### src/rtl/wfunc_apb_loader.sv
// -----------------------------------------------------------------------------
// wfunc_apb_loader
//
// APB initiator that programs a window-function block from an AXIS coefficient
// stream. A load sequence is:
//   1. soft-reset the target FSM (toggle bit 0 of the control register),
//   2. write FFT_SIZE window samples to byte addresses 0 .. (FFT_SIZE-1)*4,
//   3. write the one-packet mode register,
//   4. (optional) read the table back and compare XOR sums,
//   5. arm the target (toggle bit 8 of the control register).
//
// The target detects commands by toggles, so the loader keeps a shadow copy
// of the last value it wrote to the control register.
//
// Optional feature macro: WFUNC_LOADER_VERIFY_EN
//   defined   : VERIFY state reads back every table word and flags err_verify
//               when the XOR of written words differs from the XOR of read words.
//   undefined : MODE goes straight to ARM, err_verify is tied 0, prdata unused.
//
// Ports
//   clk, rst_n      clock, asynchronous active-low reset
//   start           pulse, starts a sequence when not busy
//   one_pack        value for bit 0 of the mode register (latched at start)
//   coef_t*         AXIS coefficient slave (tdata[31:16] imag, [15:0] real)
//   psel, penable,
//   pwrite, paddr,
//   pwdata, prdata  APB initiator (no pready: 1 SETUP + 1 ACCESS cycle)
//   busy            sequence in progress
//   done            one-cycle pulse at the end of a sequence
//   err_len         sticky stream-length error, cleared by the next start
//   err_verify      sticky readback mismatch, cleared by the next start
// -----------------------------------------------------------------------------
module wfunc_apb_loader #(
    parameter int FFT_SIZE = 8192,
    parameter int APB_AW   = $clog2(FFT_SIZE - 1) + 2 + 1
) (
    input  logic              clk,
    input  logic              rst_n,
    input  logic              start,
    input  logic              one_pack,
    input  logic              coef_tvalid,
    output logic              coef_tready,
    input  logic              coef_tlast,
    input  logic [31:0]       coef_tdata,
    output logic              psel,
    output logic              penable,
    output logic              pwrite,
    output logic [APB_AW-1:0] paddr,
    output logic [31:0]       pwdata,
    input  logic [31:0]       prdata,
    output logic              busy,
    output logic              done,
    output logic              err_len,
    output logic              err_verify
);

    localparam int                CW        = $clog2(FFT_SIZE);
    localparam logic [CW-1:0]     CNT_LAST  = CW'(FFT_SIZE - 1);
    localparam logic [APB_AW-1:0] CTRL_ADDR = APB_AW'(FFT_SIZE * 4);
    localparam logic [APB_AW-1:0] MODE_ADDR = APB_AW'((FFT_SIZE + 1) * 4);
    localparam logic [31:0]       CMD_RESET = 32'h0000_0001;
    localparam logic [31:0]       CMD_ARM   = 32'h0000_0100;

    typedef enum logic [2:0] {
        ST_IDLE      = 3'd0,
        ST_RST       = 3'd1,
        ST_LOAD_REQ  = 3'd2,
        ST_LOAD_XFER = 3'd3,
        ST_MODE      = 3'd4,
        ST_VERIFY    = 3'd5,
        ST_ARM       = 3'd6
    } state_t;

    // phase_r: 0 = APB SETUP cycle, 1 = APB ACCESS cycle of the current transfer
    state_t         state_r, state_nxt;
    logic           phase_r, phase_nxt;
    logic [CW-1:0]  cnt_r, cnt_nxt;
    logic [31:0]    data_r, data_nxt;
    logic [31:0]    shadow_r, shadow_nxt;
    logic           one_pack_r, one_pack_nxt;
    logic           len_bad_r, len_bad_nxt;
    logic           err_len_r, err_len_nxt;
    logic           done_r, done_nxt;

    // Output decode of the next state, registered so every port is a flop
    logic              psel_s, penable_s, pwrite_s, tready_s, busy_s;
    logic [APB_AW-1:0] paddr_s;
    logic [31:0]       pwdata_s;
    logic              psel_r, penable_r, pwrite_r, tready_r, busy_r;
    logic [APB_AW-1:0] paddr_r;
    logic [31:0]       pwdata_r;

`ifdef WFUNC_LOADER_VERIFY_EN
    logic [31:0] wsum_r, wsum_nxt;
    logic [31:0] rsum_r, rsum_nxt;
    logic        err_verify_r, err_verify_nxt;
`else
    logic unused_prdata_s;
    assign unused_prdata_s = ^prdata;
`endif

    // A beat is mis-framed when tlast disagrees with its position in the table
    function automatic logic len_mismatch(input logic last, input logic [CW-1:0] cnt);
        if (last) begin
            len_mismatch = (cnt != CNT_LAST);
        end else begin
            len_mismatch = (cnt == CNT_LAST);
        end
    endfunction

    // State register
    always_ff @(posedge clk or negedge rst_n) begin
        if (!rst_n) begin
            state_r <= ST_IDLE;
            phase_r <= 1'b0;
        end else begin
            state_r <= state_nxt;
            phase_r <= phase_nxt;
        end
    end

    // Next-state and datapath-next logic
    always_comb begin
        state_nxt    = state_r;
        phase_nxt    = phase_r;
        cnt_nxt      = cnt_r;
        data_nxt     = data_r;
        shadow_nxt   = shadow_r;
        one_pack_nxt = one_pack_r;
        len_bad_nxt  = len_bad_r;
        err_len_nxt  = err_len_r;
        done_nxt     = 1'b0;
`ifdef WFUNC_LOADER_VERIFY_EN
        wsum_nxt       = wsum_r;
        rsum_nxt       = rsum_r;
        err_verify_nxt = err_verify_r;
`endif
        case (state_r)
            ST_IDLE: begin
                if (start) begin
                    state_nxt    = ST_RST;
                    phase_nxt    = 1'b0;
                    cnt_nxt      = {CW{1'b0}};
                    one_pack_nxt = one_pack;
                    len_bad_nxt  = 1'b0;
                    err_len_nxt  = 1'b0;
`ifdef WFUNC_LOADER_VERIFY_EN
                    wsum_nxt       = 32'h0;
                    rsum_nxt       = 32'h0;
                    err_verify_nxt = 1'b0;
`endif
                end else begin
                    state_nxt = ST_IDLE;
                end
            end
            ST_RST: begin
                if (!phase_r) begin
                    phase_nxt = 1'b1;
                end else begin
                    shadow_nxt = shadow_r ^ CMD_RESET;
                    phase_nxt  = 1'b0;
                    state_nxt  = ST_LOAD_REQ;
                end
            end
            ST_LOAD_REQ: begin
                if (coef_tvalid && tready_r) begin
                    data_nxt    = coef_tdata;
                    len_bad_nxt = len_mismatch(coef_tlast, cnt_r);
                    phase_nxt   = 1'b0;
                    state_nxt   = ST_LOAD_XFER;
                end else begin
                    state_nxt = ST_LOAD_REQ;
                end
            end
            ST_LOAD_XFER: begin
                if (!phase_r) begin
                    phase_nxt = 1'b1;
                end else begin
                    phase_nxt = 1'b0;
`ifdef WFUNC_LOADER_VERIFY_EN
                    wsum_nxt = wsum_r ^ data_r;
`endif
                    // A mis-framed beat is still written, then the sequence aborts
                    if (len_bad_r) begin
                        err_len_nxt = 1'b1;
                        done_nxt    = 1'b1;
                        state_nxt   = ST_IDLE;
                    end else if (cnt_r == CNT_LAST) begin
                        state_nxt = ST_MODE;
                    end else begin
                        cnt_nxt   = cnt_r + CW'(1);
                        state_nxt = ST_LOAD_REQ;
                    end
                end
            end
            ST_MODE: begin
                if (!phase_r) begin
                    phase_nxt = 1'b1;
                end else begin
                    phase_nxt = 1'b0;
`ifdef WFUNC_LOADER_VERIFY_EN
                    cnt_nxt   = {CW{1'b0}};
                    state_nxt = ST_VERIFY;
`else
                    state_nxt = ST_ARM;
`endif
                end
            end
`ifdef WFUNC_LOADER_VERIFY_EN
            ST_VERIFY: begin
                if (!phase_r) begin
                    phase_nxt = 1'b1;
                end else begin
                    phase_nxt = 1'b0;
                    rsum_nxt  = rsum_r ^ prdata;
                    if (cnt_r == CNT_LAST) begin
                        if ((rsum_r ^ prdata) != wsum_r) begin
                            err_verify_nxt = 1'b1;
                            done_nxt       = 1'b1;
                            state_nxt      = ST_IDLE;
                        end else begin
                            state_nxt = ST_ARM;
                        end
                    end else begin
                        cnt_nxt = cnt_r + CW'(1);
                    end
                end
            end
`endif
            ST_ARM: begin
                if (!phase_r) begin
                    phase_nxt = 1'b1;
                end else begin
                    shadow_nxt = shadow_r ^ CMD_ARM;
                    phase_nxt  = 1'b0;
                    done_nxt   = 1'b1;
                    state_nxt  = ST_IDLE;
                end
            end
            default: begin
                state_nxt = ST_IDLE;
                phase_nxt = 1'b0;
            end
        endcase
    end

    // Output decode from the next state so registered outputs line up with state_r
    always_comb begin
        psel_s    = 1'b0;
        penable_s = 1'b0;
        pwrite_s  = 1'b0;
        paddr_s   = {APB_AW{1'b0}};
        pwdata_s  = 32'h0;
        tready_s  = 1'b0;
        busy_s    = 1'b0;
        case (state_nxt)
            ST_IDLE: begin
                busy_s = 1'b0;
            end
            ST_RST: begin
                psel_s    = 1'b1;
                penable_s = phase_nxt;
                pwrite_s  = 1'b1;
                paddr_s   = CTRL_ADDR;
                pwdata_s  = shadow_nxt ^ CMD_RESET;
                busy_s    = 1'b1;
            end
            ST_LOAD_REQ: begin
                tready_s = 1'b1;
                busy_s   = 1'b1;
            end
            ST_LOAD_XFER: begin
                psel_s    = 1'b1;
                penable_s = phase_nxt;
                pwrite_s  = 1'b1;
                paddr_s   = APB_AW'({cnt_nxt, 2'b00});
                pwdata_s  = data_nxt;
                busy_s    = 1'b1;
            end
            ST_MODE: begin
                psel_s    = 1'b1;
                penable_s = phase_nxt;
                pwrite_s  = 1'b1;
                paddr_s   = MODE_ADDR;
                pwdata_s  = {31'h0, one_pack_nxt};
                busy_s    = 1'b1;
            end
            ST_VERIFY: begin
                psel_s    = 1'b1;
                penable_s = phase_nxt;
                pwrite_s  = 1'b0;
                paddr_s   = APB_AW'({cnt_nxt, 2'b00});
                busy_s    = 1'b1;
            end
            ST_ARM: begin
                psel_s    = 1'b1;
                penable_s = phase_nxt;
                pwrite_s  = 1'b1;
                paddr_s   = CTRL_ADDR;
                pwdata_s  = shadow_nxt ^ CMD_ARM;
                busy_s    = 1'b1;
            end
            default: begin
                busy_s = 1'b0;
            end
        endcase
    end

    // Datapath and output registers
    always_ff @(posedge clk or negedge rst_n) begin
        if (!rst_n) begin
            cnt_r      <= {CW{1'b0}};
            data_r     <= 32'h0;
            shadow_r   <= 32'h0;
            one_pack_r <= 1'b0;
            len_bad_r  <= 1'b0;
            err_len_r  <= 1'b0;
            done_r     <= 1'b0;
            psel_r     <= 1'b0;
            penable_r  <= 1'b0;
            pwrite_r   <= 1'b0;
            paddr_r    <= {APB_AW{1'b0}};
            pwdata_r   <= 32'h0;
            tready_r   <= 1'b0;
            busy_r     <= 1'b0;
        end else begin
            cnt_r      <= cnt_nxt;
            data_r     <= data_nxt;
            shadow_r   <= shadow_nxt;
            one_pack_r <= one_pack_nxt;
            len_bad_r  <= len_bad_nxt;
            err_len_r  <= err_len_nxt;
            done_r     <= done_nxt;
            psel_r     <= psel_s;
            penable_r  <= penable_s;
            pwrite_r   <= pwrite_s;
            paddr_r    <= paddr_s;
            pwdata_r   <= pwdata_s;
            tready_r   <= tready_s;
            busy_r     <= busy_s;
        end
    end

`ifdef WFUNC_LOADER_VERIFY_EN
    // Readback accumulators and verify flag
    always_ff @(posedge clk or negedge rst_n) begin
        if (!rst_n) begin
            wsum_r       <= 32'h0;
            rsum_r       <= 32'h0;
            err_verify_r <= 1'b0;
        end else begin
            wsum_r       <= wsum_nxt;
            rsum_r       <= rsum_nxt;
            err_verify_r <= err_verify_nxt;
        end
    end
    assign err_verify = err_verify_r;
`else
    assign err_verify = 1'b0;
`endif

    assign psel        = psel_r;
    assign penable     = penable_r;
    assign pwrite      = pwrite_r;
    assign paddr       = paddr_r;
    assign pwdata      = pwdata_r;
    assign coef_tready = tready_r;
    assign busy        = busy_r;
    assign done        = done_r;
    assign err_len     = err_len_r;

endmodule
### config.mk
export PLATFORM = sky130hd
export DESIGN_NAME = wfunc_apb_loader
export DESIGN_NICKNAME = d
export VERILOG_FILES = /design/src/rtl/wfunc_apb_loader.sv
export SDC_FILE = /design/constraint.sdc
export NUM_CORES = 1
export LEC_CHECK = 0
export CORE_MARGIN = 10
export CORE_UTILIZATION = 43
export CTS_CLUSTER_DIAMETER = 200
export DETAILED_ROUTE_END_ITERATION = 12
export PLACE_DENSITY = 0.85
export SLEW_MARGIN = 15
export SYNTH_ARGS = -nofsm -noshare
export SYNTH_HDL_FRONTEND = slang
export SYNTH_SLANG_ARGS = --single-unit
### constraint.sdc
create_clock -name clk -period 1.9 [get_ports clk]
set_clock_uncertainty 0.1 [all_clocks]
set_input_delay 0.285 -clock clk [delete_from_list [all_inputs] [get_ports clk]]
set_output_delay 0.285 -clock clk [all_outputs]
set_load 0.01 [all_outputs]
Word level (Yosys, flattened, before mapping)
Index checks and enable logic that the tools add are counted.
Widths: inputs -> output; s select.
{"block": "word_totals", "register_bits": 138, "in_bits": 70, "output_inout_bits": 56, "word_cells": 93}
{"block": "classes", "add_sub_neg": 1, "n_eq_ne": 17, "mux": 43, "n_bitwise": 4, "reduce_logical": 12}
{"operator": "$pmux 32 s4", "count": 1}
{"operator": "$mux 32", "count": 2}
{"operator": "$mux 13", "count": 4}
{"operator": "$pmux 16 s3", "count": 1}
{"operator": "$pmux 13 s2", "count": 1}
{"operator": "$mux 1", "count": 21}
{"operator": "$mux 3", "count": 6}
{"operator": "$pmux 3 s6", "count": 1}
{"operator": "$pmux 9 s2", "count": 1}
{"operator": "$eq 3x3->1 const B", "count": 5}
{"operator": "$add 13x1->13 const B", "count": 1}
{"operator": "$eq 13x13->1 const B", "count": 1}
{"operator": "$ne 13x13->1 const B", "count": 1}
{"operator": "$eq 3x2->1 const B", "count": 4}
{"operator": "$mux 9", "count": 1}
{"operator": "$ne 2x2->1 const B", "count": 4}
{"operator": "$reduce_or 4->1", "count": 2}
{"operator": "$eq 3x1->1 const B", "count": 2}
{"operator": "$pmux 1 s2", "count": 3}
{"operator": "$reduce_or 6->1", "count": 1}
{"operator": "$reduce_or 5->1", "count": 1}
{"operator": "$not 1->1", "count": 4}
{"operator": "$reduce_and 4->1", "count": 1}
{"operator": "$reduce_bool 2->1", "count": 2}
{"operator": "5 further kinds", "count": 6}

Logic depth before layout (Yosys ltp)
Gate-level depths: netlist of run 1.
{"block": "depth", "ltp_word": 8, "depth_mapped": 8, "mapped_depth_nobuf": 7}

Worst setup path before layout of run 1
Ideal clock, no wire load.
{"block": "synth_path", "path_kind": "register to register", "startpoint": "register state_r[2]", "endpoint": "register paddr_r[3] (netlist: paddr[3])", "setup_time_ns": 0.128, "arrival_time_ns": 1.853, "t_required_ns": 1.672, "path_slack_ns": -0.181, "path_stages_with_launch": 8, "n_path_buf": 2, "synth_period_minus_slack_ns": 2.081, "cell_sequence": "dfrtp_1 > buf_6 > or4b_1 > clkbuf_1 > nand2_1 > nand3_1 > a32o_1 > nor2b_4"}
{"block": "synth_between", "elab_cells_between_ends": 20, "classes_between": "eq/ne: 10; mux: 7; reduce/logical: 3"}
{"item": "start, declared", "line": "75", "text": "state_t state_r, state_nxt;"}
{"item": "start signal, assigned", "line": "117", "text": "state_r <= state_nxt;"}
{"item": "$eq 3x2->1 or $logic_not 3->1 (tied branches)", "line": "138", "text": "case (state_r)"}
{"item": "$pmux 13 s2 *", "line": "138"}
{"item": "net cnt_nxt[1]", "line": "77", "text": "logic [CW-1:0] cnt_r, cnt_nxt;"}
{"item": "$pmux 16 s3 *", "line": "256", "text": "case (state_nxt)"}
{"item": "net paddr_s[3]", "line": "87", "text": "logic [APB_AW-1:0] paddr_s;"}
{"item": "end signal, assigned", "line": "322", "text": "paddr_r <= {APB_AW{1'b0}};"}
{"item": "end signal, assigned", "line": "337", "text": "paddr_r <= paddr_s;"}
{"item": "end, declared", "line": "90", "text": "logic [APB_AW-1:0] paddr_r;"}
Mark *: on every way through the listed nets, which the timed path passes. The rest lies on a longest branch.
A chain may end at the register's enable or synchronous reset.

Final worst setup path of run 1
{"block": "layout_path", "startpoint": "register cnt_r[1]", "endpoint": "register pwdata_r[0] (netlist: pwdata[0])"}
{"block": "layout_between", "elab_chain_cells": 7, "elab_cells_between_ends": 10, "classes_between": "eq/ne: 5; mux: 5"}
{"item": "start, declared", "line": "77"}
{"item": "start signal, assigned", "line": "312", "text": "cnt_r <= {CW{1'b0}};"}
{"item": "start signal, assigned", "line": "327", "text": "cnt_r <= cnt_nxt;"}
{"item": "$eq 13x13->1 *", "line": "188", "text": "end else if (cnt_r == CNT_LAST) begin"}
{"item": "$mux 3 *", "line": "188"}
{"item": "$mux 3 *", "line": "184", "text": "if (len_bad_r) begin"}
{"item": "$mux 3 *", "line": "176", "text": "if (!phase_r) begin"}
{"item": "$pmux 3 s6 *", "line": "138"}
{"item": "net state_nxt[2]", "line": "75"}
{"item": "$eq 3x3->1 (tied with other cells)", "line": "256"}
{"item": "$pmux 32 s4 *", "line": "256"}
{"item": "net pwdata_s[0]", "line": "88", "text": "logic [31:0] pwdata_s;"}
{"item": "end signal, assigned", "line": "338", "text": "pwdata_r <= pwdata_s;"}
{"item": "end, declared", "line": "91", "text": "logic [31:0] pwdata_r;"}
Marks and branches as above.

==> results of run 1 <==
[per-layer routing]
layer,up-vias,global-route usage [%],wire length (µm)
met5,-,0,0
met4,0,3.469,89
met3,11,4.235,693
met2,84,24.90,5546
met1,1630,16.96,4467
li1,1523,-,-
[metrics by stage]
step | worst slack [ns] | utilization, % | std cells | power, W
after floorplan | -0.04152 | - | 353 | 0.005683
after global placement | -0.3039 | 59.50 | 610 | 0.007536
after detailed placement | -0.3640 | 59.50 | 610 | 0.007700
after CTS | -0.1997 | 62.90 | 640 | 0.009213
after global routing | -0.2391 | 64.07 | 644 | 0.009883
final | -0.1966 | 64.07 | 644 | 0.009287
[registers in the layout (all words and copies together), names as in the netlist]
register and count:
busy 1, coef_tready 1, len_bad_r 1, one_pack_r 1
data_r 32, pwrite 1, pwdata 32, phase_r 1
state_r 3, paddr 14, cnt_r 13, shadow_r 2
penable 1, psel 1, done 1, err_len 1
[cells by family (layout without fill, tap and decap cells)]
group,after synthesis,after routing,share of synthesized area (%)
simple gates,131,131,18.01
flops,106,106,60.59
mux,32,32,8.231
xor+xnor,3,3,0.6003
buf+inv,28,186,3.658
other cells,1,3,0.08566
compound gates,48,48,8.260
fa+ha+maj,2,2,0.5715
[power by group]
part	total, W	switching, W	internal [W]
sequential	0.00348	0.000336	0.00315
combinational	0.00449	0.00209	0.00241
clock	0.00131	0.000802	0.000511
[how the worst max path moves through the flow]
stage	startpoint	slack (ns)	depth (start not counted)	end
floorplan	cnt_r[0]	-0.04	7	paddr[11]
global placement	coef_tvalid	-0.30	6	pwdata[20]
detailed placement	coef_tvalid	-0.36	6	pwdata[28]
CTS	cnt_r[1]	-0.20	7	pwdata[8]
global route	cnt_r[1]	-0.24	7	pwdata[8]
finish	cnt_r[1]	-0.20	6	pwdata[0]
[cells in the final DEF, fill, tap and decap left out, drive strengths merged, types with 2 or more instances in the layout]
master and count:
a21o 3, xnor2 2, o31ai 2, or4b 2, o211ai 5, o2bb2ai 2
or4 3, inv 11, nand2 28, nor2b 34, nor3 7, and2b 2
nor2 12, a21oi 11, and4 3, mux2 32, nand3 12, ha 2
nand2b 4, clkinv 2, nand3b 3, and3 3, o21ai 4, clkbuf 10
conb 3, clkdlybuf4s50 89, buf 73, or2 3, nand4 3, a31oi 8
dfrtp 106, nor4 5
[what timing repair did]
action	4_1_cts	5_1_grt
resized for setup	15	17
endpoints found under the hold margin	32	0
hold buffers	1	0
pin swaps	7	7
endpoints found under the setup margin	58	60
buffers inserted	12	4
gates cloned	1	0
[worst max-delay path: cells and delay by family (launching register included)]
kind / cells / cell delay (ns)
flops: 1 / 0.41
compound gates: 3 / 0.70
fa+ha+maj: 1 / 0.16
simple gates: 2 / 0.63
[area by class of cell]
cell class	count	share of cell area, %
Sequential cell	106	42.03
Multi-Input combinational cell	219	28.03
Timing Repair Buffer	163	23.96
Tap cell	133	2.633
Clock buffer	10	2.019
Clock inverter	6	0.9107
Inverter	7	0.4158
==> metrics.cfg, run 1 <==
[logic_synthesis]
synth_most_common_cell = dfrtp_1
synthArstFlopShare_pct = 100.0
synth-main-ff-cell = dfrtp_1
synth_top_area_share_pct = 60.59
synth_area_mm2 = 0.004378
ys_seq_area_share_pct = 60.59
synth_common_cells = dfrtp_1, nor2b_1, mux2_2
synth-edff-count = 0
synth_cell_types = 64
avgSynthCellArea_um2 = 12.47
synth_area_leaders = dfrtp_1, mux2_2, nor2b_1
yosysTopAreaCell = dfrtp_1
ys_warn_count = 0
syn_inst = 351
synth_seq_cells = 106

[detailed_routing]
routedWlPerCell_um = 16.76
avgViaCountPerCell = 5.043
ant_nets = 0
drt_iter0_drc = 142
drtPass1Iterations = 4
wl_um = 10800
vias = 3248
drc = 0

[cells_and_area]
antenna_cells = 0
drive_above_1_share_pct = 32.68
synthToLayoutAreaGrowth_pct = 44.36
register_area_mm2 = 0.002656
postLayoutCellArea_mm2 = 0.006320
multi_input_area_mm2 = 0.001772
n_fill_cell = 741
final_net_count = 578

[sta]
setup_violations = 53
fmax_mhz = 477.0
rsz0062_at_grt = yes
finalCriticalPeriod_ns = 2.097
period_share_pct = 110.3
holdWs_ns = 0.3170
setup_slack_ns = -0.1966
finalSetupTns_ns = -4.243
drv_slew = 0
hold_viol = 0

[pwr]
vdd_drop_max_mv = 0.8002
leakage_nw = 2.802
p_per_area_mw_per_mm2 = 1469

[critical_path]
required_ns = 2.05
cp.arrival_ns = 2.25
reg2reg_from = cnt_r[1]
rr_worst_depth = 6
startpoint_type = flop
rrSetupSlack_ns = -0.20
critical-path-max-stage-delay_ns = 0.54
crit_path_cell_trace = ha_4, nand3_4, or4_4, o32ai_4, o31ai_1, o211ai_1
critPathKind = flop to flop
critical_path.slowest_cell = or4_4
endpoint_kind = flop
r2r_end = pwdata[0]
crit_fanout = 3

[hold_path]
min_path_type = primary input to async pin

[clock_network]
clockBufferDepth = 2
tritoncts = yes
cts-root-buf = clkbuf_8
clkSinkCount = 106
clkTransAtPathRegs_ns = 0.11
clkLatencyLatePin_ns = 0.36
numCtsBuffers = 9
htree_levels = 3

[global_routing]
grt_pass1_vias = 3388
grt_pass1_wl_um = 17060
grt_max_degree = 41
antenna_found_initial = 0
groute.usage.overall_pct = 14.33
grt_overflow = 0

[place]
dp_hpwl_um = 7666
routabilityCongestion = 0.9397
port_buffers = 90
detailed_place.area_mm2 = 0.005869

[die]
die_w_um = 120.9
num_io_pins = 126
die_area_mm2 = 0.01462
die_height_um = 120.9
rows = 36
initial_core_util_pct = 44.38
core_area_mm2 = 0.009864

[outcome]
status = finished with violations
violations = setup timing

[job]
cap_violations = 0

Note: power is estimated with default switching activity, not from simulation.
==> inputs of run 2 (changes only) <==
- CORE_ASPECT_RATIO: unset -> 1.2
==> run 2 against run 1 <==
The flow still finishes with violations (setup timing). Utilization is 3.9 points higher. Register-to-register slack lost 0.05 ns. Clock-buffer cell count increased by 5. Worst setup slack lost 0.051 ns. Sequential cell count stayed put. Final cell count rose by 1.1%. Final area rose by 7.1%. Sequential share of layout area is 2.8 points lower. Critical endpoint is now paddr[5].
==> metrics.cfg, run 2 (synthesis results as in run 1) <==
[global_routing]
grt_busiest_layer = met2  ; unchanged
groute.usage.overall_pct = 16.46  ; was 14.33%
met2_usage_pct = 29.44  ; was 24.90%
antenna_found_initial = 0  ; unchanged
grt_max_degree = 34  ; was 41
grtUsageMet1_pct = 17.73  ; was 16.96%
use_met3_pct = 4.788  ; was 4.235%
grt_pass1_wl_um = 19380  ; was 17060 µm
grt_pass1_vias = 3714  ; was 3388
grt_overflow = 0  ; unchanged

[place]
routabilityCongestion = 0.9190  ; was 0.9397
detailed_place.area_mm2 = 0.005926  ; was 0.005869 mm²
port_buffers = 90  ; unchanged
pre_cts_ws_ns = -0.3251  ; was -0.3640 ns
dpl.cell_count = 610  ; unchanged
dp_hpwl_um = 8029  ; was 7666 µm

[sta]
setup_slack_ns = -0.2479  ; was -0.1966 ns
setup_violations = 57  ; was 53
drv_slew = 0  ; unchanged
hold_viol = 0  ; unchanged
finalCriticalPeriod_ns = 2.148  ; was 2.097 ns
period_share_pct = 113.0  ; was 110.3%
fmax_mhz = 465.6  ; was 477.0 MHz
rsz0062_at_grt = yes  ; unchanged

[pwr]
leakage_nw = 2.968  ; was 2.802 nW
p_per_area_mw_per_mm2 = 1579  ; was 1469 mW/mm²
p_total_w = 0.01069  ; was 0.009287 W
vdd_drop_max_mv = 0.7296  ; was 0.8002 mV

[detailed_routing]
ant_nets = 0  ; unchanged
drtPass1Iterations = 4  ; unchanged
drt_iter0_drc = 122  ; was 142
routedWlPerCell_um = 18.88  ; was 16.76 µm
avgViaCountPerCell = 5.313  ; was 5.043
vias = 3459  ; was 3248
drc = 0  ; unchanged
wl_um = 12290  ; was 10800 µm

[critical_path]
critical_path.slowest_cell = or4_4  ; unchanged
endpoint_kind = flop  ; unchanged
crit_fanout = 5  ; was 3
critPathKind = flop to flop  ; unchanged
required_ns = 2.07  ; was 2.05 ns
critical-path-max-stage-delay_ns = 0.54  ; about the same
startpoint_type = flop  ; unchanged
crit_path_cell_trace = ha_4, nand3_4, or4_4, buf_4, a31oi_1, o21ai_0, a21oi_1  ; was ha_4, nand3_4, or4_4, o32ai_4, o31ai_1, o211ai_1
cp.arrival_ns = 2.31  ; was 2.25 ns

[die]
rows = 40  ; was 36
die_area_mm2 = 0.01463  ; was 0.01462 mm²
num_io_pins = 126  ; unchanged
initial_core_util_pct = 43.96  ; was 44.38%
die_height_um = 130.5  ; was 120.9 µm
core_area_mm2 = 0.009960  ; was 0.009864 mm²
die_w_um = 112.1  ; was 120.9 µm

[clock_network]
tritoncts = yes  ; unchanged
numCtsBuffers = 9  ; unchanged
clockBufferDepth = 2  ; unchanged
clkSinkCount = 106  ; unchanged
clkLatencyLatePin_ns = 0.34  ; was 0.36 ns
cts-root-buf = clkbuf_16  ; was clkbuf_8
htree_levels = 3  ; unchanged
clkTransAtPathRegs_ns = 0.07  ; was 0.11 ns

[cells_and_area]
antenna_cells = 0  ; unchanged
postLayoutCellArea_mm2 = 0.006771  ; was 0.006320 mm²
final_common_cell = dfrtp_1  ; unchanged
drive_above_1_share_pct = 36.19  ; was 32.68%
synthToLayoutAreaGrowth_pct = 54.67  ; was 44.36%
final_net_count = 592  ; was 578
layout_common_cells = dfrtp_1, clkdlybuf4s50_1, buf_4  ; unchanged
finalCoreUtilization_pct = 67.99  ; was 64.07%
stdcell_count = 651  ; was 644

[job]
cap_violations = 0  ; unchanged

[hold_path]
min_path_type = primary input to async pin  ; unchanged

[outcome]
status = finished with violations  ; unchanged
violations = setup timing  ; unchanged

==> run 2: path summary, 6_finish.rpt <==
check / start / end / slack, ns / depth (start not counted)
worst max-delay path: cnt_r[1] / paddr[5] / -0.25 / 7
worst min-delay path: rst_n / busy / 0.35 / 2
worst max register to register: cnt_r[1] / paddr[5] / -0.25 / 7
worst min register to register: data_r[21] / data_r[21] / 0.39 / 1
max in group asynchronous: rst_n / paddr[7] / 0.76 / 3
min in group clk: data_r[21] / data_r[21] / 0.39 / 1
==> run 2: what timing repair did <==
| action | 4_1_cts | 5_1_grt |
|---|---|---|
| gates cloned | 5 | 0 |
| endpoints found under the hold margin | 29 | 0 |
| setup buffers | 15 | 4 |
| resized for setup | 47 | 18 |
| setup endpoints to repair | 56 | 63 |
| hold buffers | 1 | 0 |
| pin swaps | 13 | 7 |
==> run 2: cell type report <==
type | count | area, µm²
Tap cell | 126 | 157.7
Inverter | 7 | 26.28
Clock buffer | 15 | 267.8
Timing Repair Buffer | 177 | 1757
Fill cell | 702 | 3188
Clock inverter | 1 | 8.758
Sequential cell | 106 | 2655
Multi-Input combinational cell | 219 | 1899
==> run 2: where the power goes <==
part | switching, W | internal, W | total, W
Clock | 0.000763 | 0.000965 | 0.00173
Combinational | 0.00246 | 0.00298 | 0.00545
Sequential | 0.000363 | 0.00315 | 0.00352
Total | 0.00359 | 0.00710 | 0.0107
==> run 2: through the flow <==
stage	hold WS [ns]	setup TNS [ns]
after floorplan	-0.1106	-0.5595
after global placement	0.1659	-14.26
after detailed placement	0.1707	-17.75
after CTS	0.3645	-2.110
after global routing	0.3973	-8.446
final	0.3470	-4.406
==> run 2: critical path: cells and delay by family, from the launching register on <==
| family | cells | cell delay (ns) |
|---|---|---|
| adders and majority gates | 1 | 0.16 |
| buffers and inverters | 1 | 0.19 |
| AOI/OAI and AO/OA | 3 | 0.58 |
| DFF | 1 | 0.39 |
| and+or+nand+nor | 2 | 0.64 |
==> run 2: metal layers <==
layer  vias up  wire [µm]
met5         -          0
met4         0        432
met3        40        888
met2       126       6408
met1      1725       4564
li1       1568          -
==> inputs of run 3 (changes only) <==
- CAP_MARGIN: unset -> 20
==> results of run 3 <==
The final DEF is identical to that of run 2; final timing and power are the same.
